==> src/rtl/io_port_pkg.sv <==
// Shared types and constants for the external I/O interrupt port.
package io_port_pkg;

  localparam int unsigned BYTE_W = 8;
  localparam int unsigned HOLD_W = 4;
  localparam logic [BYTE_W-1:0] DATA_IDLE = 8'h00;

  typedef enum logic [1:0] {
    IDLE = 2'd0,
    PEND = 2'd1,
    HOLD = 2'd2
  } irq_state_e;

endpackage

==> src/rtl/io_byte_fifo.sv <==
// Byte FIFO with show-ahead head: storage, wrapping pointers, saturating occupancy.
module io_byte_fifo
  import io_port_pkg::*;
#(
  parameter int unsigned DEPTH = 4
) (
  input  logic                     clk,
  input  logic                     reset,
  input  logic                     wr_en,
  input  logic [BYTE_W-1:0]        wr_data,
  input  logic                     rd_en,
  output logic [BYTE_W-1:0]        rd_data_c,
  output logic [$clog2(DEPTH):0]   count,
  output logic [$clog2(DEPTH):0]   count_nxt_c,
  output logic                     full_c
);

  localparam int unsigned PTR_W = $clog2(DEPTH);
  localparam int unsigned CNT_W = PTR_W + 1;

  logic [BYTE_W-1:0] mem [DEPTH];
  logic [PTR_W-1:0]  wr_ptr;
  logic [PTR_W-1:0]  rd_ptr;
  logic              do_wr;
  logic              do_rd;

  // Pops on empty are ignored; a push into a full FIFO only lands alongside a pop.
  always_comb begin
    full_c = (count == CNT_W'(DEPTH));
    do_rd  = rd_en && (count != '0);
    do_wr  = wr_en && (!full_c || do_rd);
    count_nxt_c = count;
    if (do_wr && !do_rd) begin
      count_nxt_c = count + CNT_W'(1);
    end else if (do_rd && !do_wr) begin
      count_nxt_c = count - CNT_W'(1);
    end
  end

  // Head byte straight from storage, idle pattern when empty.
  always_comb begin
    rd_data_c = (count == '0) ? DATA_IDLE : mem[rd_ptr];
  end

  // Pointer and occupancy registers; pointers wrap naturally at power-of-two depth.
  always_ff @(posedge clk or negedge reset) begin
    if (!reset) begin
      wr_ptr <= '0;
      rd_ptr <= '0;
      count  <= '0;
    end else begin
      if (do_wr) wr_ptr <= wr_ptr + PTR_W'(1);
      if (do_rd) rd_ptr <= rd_ptr + PTR_W'(1);
      count <= count_nxt_c;
    end
  end

  // Storage array; contents are don't-care while count is zero.
  always_ff @(posedge clk) begin
    if (do_wr) mem[wr_ptr] <= wr_data;
  end

endmodule

==> src/rtl/io_irq_port.sv <==
// External-side I/O port for the CPU: byte FIFO feeding data_in, interrupt FSM
// with post-read holdoff, and a latched CPU output byte.
// Build option: define IO_IRQ_PORT_OVERFLOW_EN to always accept ext_data and
// flag dropped bytes on a sticky overflow bit instead of back-pressuring.
module io_irq_port
  import io_port_pkg::*;
#(
  parameter int unsigned DEPTH   = 4,
  parameter int unsigned HOLDOFF = 2
) (
  input  logic                   clk,
  input  logic                   reset,
  input  logic [7:0]             ext_data,
  input  logic                   ext_valid,
  output logic                   ext_ready,
  output logic [7:0]             data_in,
  output logic                   interrupt,
  input  logic                   cpu_rd,
  input  logic [7:0]             data_out,
  input  logic                   cpu_wr,
  output logic [7:0]             out_data,
  output logic                   out_stb,
  output logic [$clog2(DEPTH):0] count,
  output logic                   overflow,
  input  logic                   cpu_clr_ovf
);

  localparam int unsigned CNT_W = $clog2(DEPTH) + 1;

  irq_state_e        state_q;
  irq_state_e        state_nxt;
  logic [HOLD_W-1:0] hold_q;
  logic [HOLD_W-1:0] hold_nxt;
  logic              irq_d;
  logic [CNT_W-1:0]  count_nxt;
  logic              full;
  logic              fifo_wr;

  io_byte_fifo #(.DEPTH(DEPTH)) u_fifo (
    .clk         (clk),
    .reset       (reset),
    .wr_en       (fifo_wr),
    .wr_data     (ext_data),
    .rd_en       (cpu_rd),
    .rd_data_c   (data_in),
    .count       (count),
    .count_nxt_c (count_nxt),
    .full_c      (full)
  );

`ifdef IO_IRQ_PORT_OVERFLOW_EN
  logic drop;

  // Always ready; a push into a full FIFO with no pop is discarded.
  assign ext_ready = 1'b1;
  assign fifo_wr   = ext_valid;
  assign drop      = ext_valid && full && !cpu_rd;

  // Sticky overflow; a drop in the same cycle as a clear keeps the flag set.
  always_ff @(posedge clk or negedge reset) begin
    if (!reset) begin
      overflow <= 1'b0;
    end else if (drop) begin
      overflow <= 1'b1;
    end else if (cpu_clr_ovf) begin
      overflow <= 1'b0;
    end
  end
`else
  logic unused_clr_ovf;

  // Back-pressure when full unless the CPU frees a slot this cycle.
  assign ext_ready      = (count != CNT_W'(DEPTH)) || cpu_rd;
  assign fifo_wr        = ext_valid && ext_ready;
  assign overflow       = 1'b0;
  assign unused_clr_ovf = cpu_clr_ovf;
`endif

  // IRQ state and holdoff counter registers.
  always_ff @(posedge clk or negedge reset) begin
    if (!reset) begin
      state_q <= IDLE;
      hold_q  <= '0;
    end else begin
      state_q <= state_nxt;
      hold_q  <= hold_nxt;
    end
  end

  // Next-state: pending while data waits, quiet for HOLDOFF cycles after each read.
  always_comb begin
    state_nxt = state_q;
    hold_nxt  = hold_q;
    case (state_q)
      IDLE: begin
        if (count_nxt != '0) state_nxt = PEND;
      end
      PEND: begin
        if (cpu_rd) begin
          if (HOLDOFF == 0) begin
            state_nxt = (count_nxt != '0) ? PEND : IDLE;
          end else begin
            state_nxt = HOLD;
            hold_nxt  = HOLD_W'(HOLDOFF);
          end
        end
      end
      HOLD: begin
        if (hold_q <= HOLD_W'(1)) begin
          hold_nxt  = '0;
          state_nxt = (count_nxt != '0) ? PEND : IDLE;
        end else begin
          hold_nxt = hold_q - HOLD_W'(1);
        end
      end
      default: begin
        state_nxt = IDLE;
        hold_nxt  = '0;
      end
    endcase
  end

  // Output decode: request level follows the pending state.
  always_comb begin
    irq_d = (state_q == PEND);
  end

  // Registered interrupt and CPU output byte latch with one-cycle strobe.
  always_ff @(posedge clk or negedge reset) begin
    if (!reset) begin
      interrupt <= 1'b0;
      out_data  <= '0;
      out_stb   <= 1'b0;
    end else begin
      interrupt <= irq_d;
      out_stb   <= cpu_wr;
      if (cpu_wr) out_data <= data_out;
    end
  end

endmodule
==> config.mk <==
export PLATFORM = sky130hd
export DESIGN_NAME = io_irq_port
export DESIGN_NICKNAME = d
export VERILOG_FILES = /design/src/rtl/io_port_pkg.sv /design/src/rtl/io_byte_fifo.sv /design/src/rtl/io_irq_port.sv
export SDC_FILE = /design/constraint.sdc
export NUM_CORES = 1
export LEC_CHECK = 0
export BUFFER_PORTS_ARGS = -buffer_cell sky130_fd_sc_hd__buf_2
export CAP_MARGIN = 10
export CORE_ASPECT_RATIO = 2
export CORE_MARGIN = 1.5
export CORE_UTILIZATION = 40
export CTS_BUF_LIST = sky130_fd_sc_hd__clkbuf_4 sky130_fd_sc_hd__clkbuf_8 sky130_fd_sc_hd__clkbuf_16
export DETAILED_ROUTE_END_ITERATION = 10
export PLACE_DENSITY_LB_ADDON = 0.15
export SLEW_MARGIN = 40
export SYNTH_ARGS = -nofsm -noshare
export SYNTH_HDL_FRONTEND = slang
export SYNTH_SLANG_ARGS = --single-unit
==> constraint.sdc <==
create_clock -name clk -period 2.56 [get_ports clk]
set_input_delay 0.128 -clock clk [delete_from_list [all_inputs] [get_ports clk]]
set_output_delay 0.128 -clock clk [all_outputs]
set_load 0.005 [all_outputs]
Yosys cells after proc, flatten, opt, wreduce, memory -nomap -nowiden --
Memories as Yosys holds them, arrays and structs flattened. Cells that the tools add are included.
Storage, ports and cells: bits in registers 23, bits in writable memories 32, bits of input ports 22, output and inout port bits 23, logic and storage cells 52, memories 1
Cells by class: $add $sub $neg 5, $lt $le $gt $ge 1, equality and inequality tests 7, multiplexer cells 13, bitwise gates (word level) 1, reduce and logical (&&, ||, !) cells 16
Memories:
- u_fifo.mem | depth 4, width 8, read ports 1, clocked after memory_dff 0, wr ports 1, line io_byte_fifo.sv:21 | logic [BYTE_W-1:0] mem [DEPTH];
Operator list (number):
- $pmux 4 s3 | 1
- $mux 4 | 2
- $mux 8 | 1
- $mux 2 | 3
- $mux 3 | 2
- $ne 2x2->1 const B | 3
- $pmux 2 s3 | 1
- $reduce_bool 3->1 | 2
- $logic_and 1x1->1 | 5
- $add 2x1->2 const B | 2
- $le 4x1->1 const B | 1
- $sub 4x1->4 const B | 1
- $add 3x1->3 const B | 1
- $eq 3x3->1 const B | 1
- $logic_not 1->1 | 3
- $logic_not 3->1 | 1
- $mux 1 | 3
- $ne 3x3->1 const B | 1
- $reduce_and 3->1 | 1
- $sub 3x1->3 const B | 1
- $eq 2x1->1 const B | 1
- $eq 2x2->1 const B | 1
- $logic_not 2->1 | 1
- $logic_or 1x1->1 | 2
- 2 further kinds | 2

Longest topological paths before layout --
Gate-level depths: netlist of the first run.
depth in word-level cells 12, gate-level depth with buffers 8, gate-level depth less buffers 7

By module --
Synthesis of the first run repeated with hierarchy kept, for this count alone.
Unflattened totals: cells, all modules 184, area total of the unflattened synthesis 2587.5 um^2
Modules (own cells, without submodules):
- io_byte_fifo | instances 1, cells an instance 114, area each 1775.5 um^2, sequential area each 1136.1 um^2
- io_irq_port | instances 1, cells an instance 70, area each 812.0 um^2, sequential area each 400.4 um^2

Least setup slack after synthesis of the first run --
Ideal clock, no wire load.
kind register to register, start reg u_fifo.count[0], end reg state_q[0], setup time 80 ps, data arrival time 1848 ps, required time 2480 ps, path slack 632 ps, cell stages (with the launch flop) 9, path buffers 1, clock period less this slack 1928 ps, cell sequence dfrtp_1 > inv_1 > ha_1 > buf_6 > mux2i_1 > mux2_2 > nand3_4 > or4_1 > o211ai_2
On the way: cells in the longest elaborated chain, start to end 12, elaborated cells between the ends (all ways) 23, those cells by class 2 x add/sub; 3 x eq/ne; 5 x mux; 13 x reduce/logical
Ends and longest elaborated chain:
- start, declared | line io_byte_fifo.sv:13 | output logic [$clog2(DEPTH):0] count,
- start signal, assigned | line io_byte_fifo.sv:54 | count <= count_nxt_c;
- $ne 3x3->1 (tied with other cells) | line io_irq_port.sv:73 | assign ext_ready = (count != CNT_W'(DEPTH)) || cpu_rd;
- $logic_or 1x1->1 (tied with other cells) | line io_irq_port.sv:73
- $logic_and 1x1->1 or $logic_or 1x1->1 (tied branches) | line io_irq_port.sv:74, io_byte_fifo.sv:31
- $logic_and 1x1->1 | line io_byte_fifo.sv:31 | do_wr = wr_en && (!full_c || do_rd);
- $logic_not 1->1 | line io_byte_fifo.sv:35 | end else if (do_rd && !do_wr) begin
- $logic_and 1x1->1 | line io_byte_fifo.sv:35
- $mux 3 | line io_byte_fifo.sv:35
- $mux 3 * | line io_byte_fifo.sv:33 | if (do_wr && !do_rd) begin
- via count_nxt[0] | line io_irq_port.sv:35 | logic [CNT_W-1:0] count_nxt;
- $reduce_bool 3->1 * | line io_irq_port.sv:96, io_irq_port.sv:111
- $mux 1 | line io_irq_port.sv:111 | state_nxt = (count_nxt != '0) ? PEND : IDLE;
- $mux 2 | line io_irq_port.sv:109 | if (hold_q <= HOLD_W'(1)) begin
- $pmux 2 s3 | line io_irq_port.sv:94 | case (state_q)
- end signal, assigned | line io_irq_port.sv:85 | state_q <= state_nxt;
- end, declared | line io_irq_port.sv:30 | irq_state_e state_q;
Mark *: on every way through the listed nets, which the timed path passes. The rest lies on a longest branch. The select of a mux whose other input is x is not followed. A chain may end at the register's enable or synchronous reset.

Final worst setup path of the first run --
start reg u_fifo.count[1], end reg state_q[0]
Same word-level chain as after synthesis.

==> results of run 1 <==
==> area by class of cell <==
class,count,area share [%]
inverters,10,1.25
clock buffers,5,4.17
well taps,86,3.58
flip-flops and latches,55,51.2
clock inverters,3,0.667
multi-input cells,108,31.6
repair buffers,44,7.58
==> state kept, by name (all words and copies together), names as in the netlist <==
signal,flops
u_fifo.mem,32
out_data,8
hold_q,4
u_fifo.count,3
state_q,2
u_fifo.rd_ptr,2
u_fifo.wr_ptr,2
interrupt,1
out_stb,1
==> worst max-delay path, delay by kind of cell, from the launching register on <==
family                     cells  cell delay [ns]
and+or+nand+nor                2             0.65
muxes                          2             0.43
buffers and inverters          1             0.12
DFF                            1             0.44
AOI/OAI and AO/OA              1             0.08
adders and majority gates      1             0.32
==> cell usage after synthesis (3+ instances only) <==
master	count	area, um^2
edfxtp_1	32	961
dfrtp_1	23	576
ha_1	13	163
and2_1	10	62.6
inv_1	10	37.5
nand2_1	10	37.5
mux2_2	9	101
mux4_2	8	180
o21ai_0	8	40.0
nor2_1	6	22.5
and3_1	5	31.3
nand2b_1	4	25.0
buf_6	3	33.8
clkbuf_1	3	11.3
o31ai_1	3	22.5
xnor2_1	3	26.3
==> worst max-delay path by stage <==
stage,start,endpoint,slack (ns),cells past startpoint
4_1_cts,u_fifo.count[1],state_q[0],0.42,7
2_1_floorplan,u_fifo.count[0],state_q[0],0.63,8
3_5_place_dp,u_fifo.count[1],state_q[0],0.44,7
5_1_grt,u_fifo.count[1],state_q[0],0.30,7
3_3_place_gp,u_fifo.count[1],state_q[0],0.48,7
6_report,u_fifo.count[1],state_q[0],0.44,7
==> per-stage QoR <==
stage	hold WS (ns)	utilization [%]	cells	instance area (um^2)
5_1_grt	0.0499	48.0	311	3000
3_5_place_dp	0.151	45.5	302	2850
3_3_place_gp	0.143	45.5	302	2850
2_1_floorplan	-0.168	-	181	2580
6_report	0.0502	48.0	311	3000
4_1_cts	0.0441	48.0	311	3000
==> what timing repair did <==
| item | in CTS | in global routing |
|---|---|---|
| gates resized for setup | 0 | 0 |
| hold endpoints to repair | 23 | 0 |
| hold buffers | 1 | 0 |
==> kinds of logic (layout without fill, tap and decap cells) <==
logic type	count (synthesis)	in the layout	synth area share (%)
xor+xnor	3	3	1.02
compound gates	26	26	7.42
other cells	1	1	0.145
buf+inv	18	62	3.69
mux	18	18	11.3
fa+ha+maj	13	13	6.30
simple gates	47	47	10.6
flops	55	55	59.6
==> power breakdown <==
| part | internal [mW] | leakage (nW) | switching [mW] |
|---|---|---|---|
| registers | 1.15 | 0.576 | 0.176 |
| clock network | 0.361 | 0.0674 | 0.299 |
| logic | 0.567 | 0.604 | 0.535 |
==> layer usage <==
layer / vias up / track usage, % / share of wire (%)
li1: 746 / - / -
met1: 750 / 13.4 / 36
met2: 20 / 26.0 / 59
met3: 6 / 2.88 / 2.3
met4: 0 / 7.56 / 2.5
met5: - / 0 / 0
==> run_results.csv, run 1 <==
group,metric,value,unit
clock_tree,tritoncts,"built",
timing,setup_viol,0,
timing,setup_tns,0,ns
clock_tree,cts_max_level,2,
global_route,grt_max_degree,24,
clock_tree,clock_latency,0.29,ns
route,via_per_inst,4.89,
clock_tree,root_buffer,"clkbuf_16",
clock_tree,cts_buffers,5,
worst_setup_path,rr_startpoint,"u_fifo.count[1]",
worst_setup_path,critical_path_class,"reg -> reg",
floorplanning,rows,41,
layout,fillCellCount,604,
yosys,ys_seq_elements,55,
yosys,yosys_warnings,0,
timing,max_freq,472,MHz
timing,hold_viol,0,
clock_tree,clock_path_buffers,2,
worst_setup_path,crit_path_cell_trace,"inv_1 > ha_1 > mux2i_1 > mux2_2 > nand3_4 > or4_1 > o211ai_2",
worst_setup_path,start_kind,"register",
global_route,grt_pass1_wl,6960,um
yosys,synth_nets,216,
timing,slew_headroom,55.6,%
worst_setup_path,crit_path_top_delay_cell,"or4_1",
worst_setup_path,required,2.78,ns
global_route,grt_pass1_vias,1445,
yosys,synth_edf_count,32,
worst_setup_path,r2r_cells,7,
timing,fin_crit,2.12,ns
hold_path,hold_class,"in -> reg",
timing,worst_pin_slew,0.660,ns
floorplanning,io_pins,45,
floorplanning,fp.dieW,59.8,um
layout,n_antenna_cell,0,
status,status,"finished clean",
layout,drive_gt1_share,31.1,%
worst_setup_path,slowest_delay,0.56,ns
timing,rsz0062_at_grt,"false",
global_route,grt_overflow_total,0,
placement,dp_slack,0.436,ns
route,vias,1522,
power,p_leak,1.25,nW
layout,finalNetCount,259,
yosys,syn_avg_cell_area,14.3,um^2
route,first_pass_iters,4,
yosys,syn_area,2580,um^2
timing,slew_violations,0,
layout,area_growth,16.4,%
yosys,syn_inst,181,
placement,dp_hpwl,3370,um
yosys,synthArstFlopShare,41.8,%
clock_tree,post_cts_buffers,0,
worst_setup_path,worst-path-max-fanout,8,
global_route,antenna_found_initial,0,
worst_setup_path,worstPathArrival,2.34,ns
floorplanning,die_h,117,um
hold_path,hold-path-cell-count,1,
clock_tree,clock_sinks,55,
hold_path,hp-start,"ext_data[1]",
worst_setup_path,end_kind,"register",
global_route,grt.total_usage,13.9,%
power,ir_drop,0.515,mV
floorplanning,initial_core_util,41.2,%
timing,fin_crit_sh,82.8,%
power,power_density,1030,nW/um^2
route,drtIter0Drc,27,
yosys,synth_flop_cell,"edfxtp_1",
yosys,ys_seq_area_share,59.6,%
timing,fin_ws,0.439,ns
layout,multi_input_area,948,um^2
floorplanning,die-area,6970,um^2
layout,seq_area,1540,um^2
worst_setup_path,timing.rr.end,"state_q[0]",
placement,globalplace.congestion,0.676,
floorplanning,core_area,6260,um^2
hold_path,hold_end,"u_fifo.mem[2][1]",
clock_tree,clk_pin_slew,0.07,ns
timing,skew,0.00432,ns
power,p_total,3.09,mW
run,drv_cap,0,
worst_setup_path,ff2ff_setup_slack,0.44,ns
route,wl_per_cell,14.4,um
route,drc,0,
placement,port_buffers,42,
route,postRouteAntennaNets,0,
yosys,yosys.cell_types.count,42,
route,wl,4490,um
layout,layout_common_cells,"42 x buf_2, 32 x edfxtp_1, 23 x dfrtp_1",
layout,final_common_cell,"buf_2",
Power figures use the tool's default switching activity.
==> run 2: changes to the inputs <==
- clock period: 2.56 -> 1.8 ns (I/O delays scaled with it)
==> run_results.csv, run 2 (synthesis results as in run 1) <==
group,metric,value,unit
floorplanning,rows,41,
route,wl_per_cell,15.0,um
layout,finalNetCount,274,
worst_setup_path,end_kind,"register",
status,status,"complete, but fails checks",
floorplanning,io_pins,45,
global_route,grt_overflow_total,0,
worst_setup_path,r2r_cells,8,
layout,drive_gt1_share,41.7,%
layout,layout_common_cells,"42 x buf_2, 32 x edfxtp_1, 23 x dfrtp_1",
hold_path,hold-path-cell-count,1,
floorplanning,initial_core_util,41.2,%
worst_setup_path,start_kind,"register",
clock_tree,clock_sinks,55,
route,via_per_inst,4.93,
placement,dp_hpwl,3620,um
placement,port_buffers,42,
worst_setup_path,worstPathArrival,2.03,ns
layout,post-route-util,51.5,%
route,postRouteAntennaNets,0,
timing,slew_headroom,63.3,%
placement,dp_slack,-0.0895,ns
timing,fin_crit,1.82,ns
run,drv_cap,0,
timing,slew_violations,0,
placement,globalplace.congestion,0.698,
clock_tree,cts_buffers,5,
timing,rsz0062_at_grt,"true",
route,drc,0,
global_route,grt_pass1_wl,7710,um
timing,max_freq,550,MHz
clock_tree,clk_pin_slew,0.07,ns
layout,final_common_cell,"buf_2",
route,first_pass_iters,4,
status,violations,"negative setup slack",
power,ir_drop,0.910,mV
global_route,antenna_found_initial,0,
clock_tree,root_buffer,"clkbuf_16",
route,drtIter0Drc,34,
global_route,grt_pass1_vias,1655,
timing,skew,0.00604,ns
layout,largest_reg_flops,32,
layout,fillCellCount,573,
timing,worst_pin_slew,0.551,ns
clock_tree,cts_max_level,2,
layout,regMostFlops,"u_fifo.mem",
timing,hold_viol,0,
floorplanning,die_h,117,um
floorplanning,die-area,6970,um^2
worst_setup_path,worst-path-max-fanout,3,
global_route,grt.total_usage,15.3,%
layout,area_growth,24.9,%
worst_setup_path,critical_path_class,"reg -> reg",
power,power_density,1540,nW/um^2
timing,setup_viol,1,
route,vias,1608,
layout,reg_top3,"u_fifo.mem: 32 flops, out_data: 8 flops, hold_q: 4 flops",
global_route,grt_max_degree,24,
layout,n_antenna_cell,0,
route,wl,4890,um
timing,fin_crit_sh,101,%
clock_tree,clock_latency,0.29,ns
timing,fin_ws,-0.0179,ns
power,p_leak,1.35,nW
worst_setup_path,required,2.02,ns
floorplanning,core_area,6260,um^2
clock_tree,clock_path_buffers,2,
clock_tree,tritoncts,"built",
hold_path,hold_class,"in -> reg",
worst_setup_path,ff2ff_setup_slack,-0.02,ns
floorplanning,fp.dieW,59.8,um
run 2: changes by cell type in the layout (fill, tap and decap cells not counted), sizes merged:
cell | previous run | this run
buf | 43 | 58
clkbuf | 5 | 6
clkinvlp | 1 | 0
run 2: path summary, 6_finish.rpt:
check,from,endpoint
setup / recovery,u_fifo.count[0],state_q[0]
hold / removal,ext_data[5],u_fifo.mem[2][5]
hold reg to reg,out_data[1],out_data[1]
setup reg to reg,u_fifo.count[0],state_q[0]
min in group asynchronous,reset,out_data[0]
max in group asynchronous,reset,u_fifo.wr_ptr[1]
run 2: repair_timing:
item,in CTS,in global routing
setup endpoints to repair,42,34
pin swaps,0,4
hold buffers,1,0
resized for setup,3,17
endpoints found under the hold margin,23,0
buffers inserted,0,1
run 2: where the power goes:
group          internal [mW]  switching [mW]  total, mW
Combinational           1.19            1.02       2.21
Clock                  0.524           0.410      0.935
Sequential              1.64           0.181       1.82
run 2: worst max-delay path, stage by stage (launching register included):
cell      delay (ns)
dfrtp_1         0.40
inv_2           0.10
buf_6           0.12
ha_4            0.13
nand3b_1        0.07
o211ai_1        0.11
o211ai_1        0.18
or4_4           0.57
o211ai_2        0.07
run 2: stage by stage:
step	hold slack (ns)	total power, mW	setup TNS, ns	std cells	area, um^2
2_1_floorplan	-0.206	3.05	-0.00599	181	2590
3_3_place_gp	0.111	3.82	-0.114	316	2980
3_5_place_dp	0.113	3.84	-0.813	316	2980
4_1_cts	0.00554	4.85	0	325	3150
5_1_grt	0.00539	5.32	-0.777	326	3220
6_report	0.00662	4.96	-0.0179	326	3220
run 2: cell type report:
class	instances	area, um^2	area share (%)
Sequential cell	55	1540	47.7
Multi-Input combinational cell	108	1040	32.1
Timing Repair Buffer	59	364	11.3
Clock buffer	6	133	4.11
Tap cell	86	108	3.34
Inverter	10	37.5	1.16
Clock inverter	2	8.76	0.272
run 2: per-layer routing:
metal,global-route usage [%],share of wire (%),vias up
met5,0,0,-
met4,8.15,2.6,0
met3,4.32,3.4,8
met2,27.9,59,30
met1,14.7,35,794
li1,-,-,776
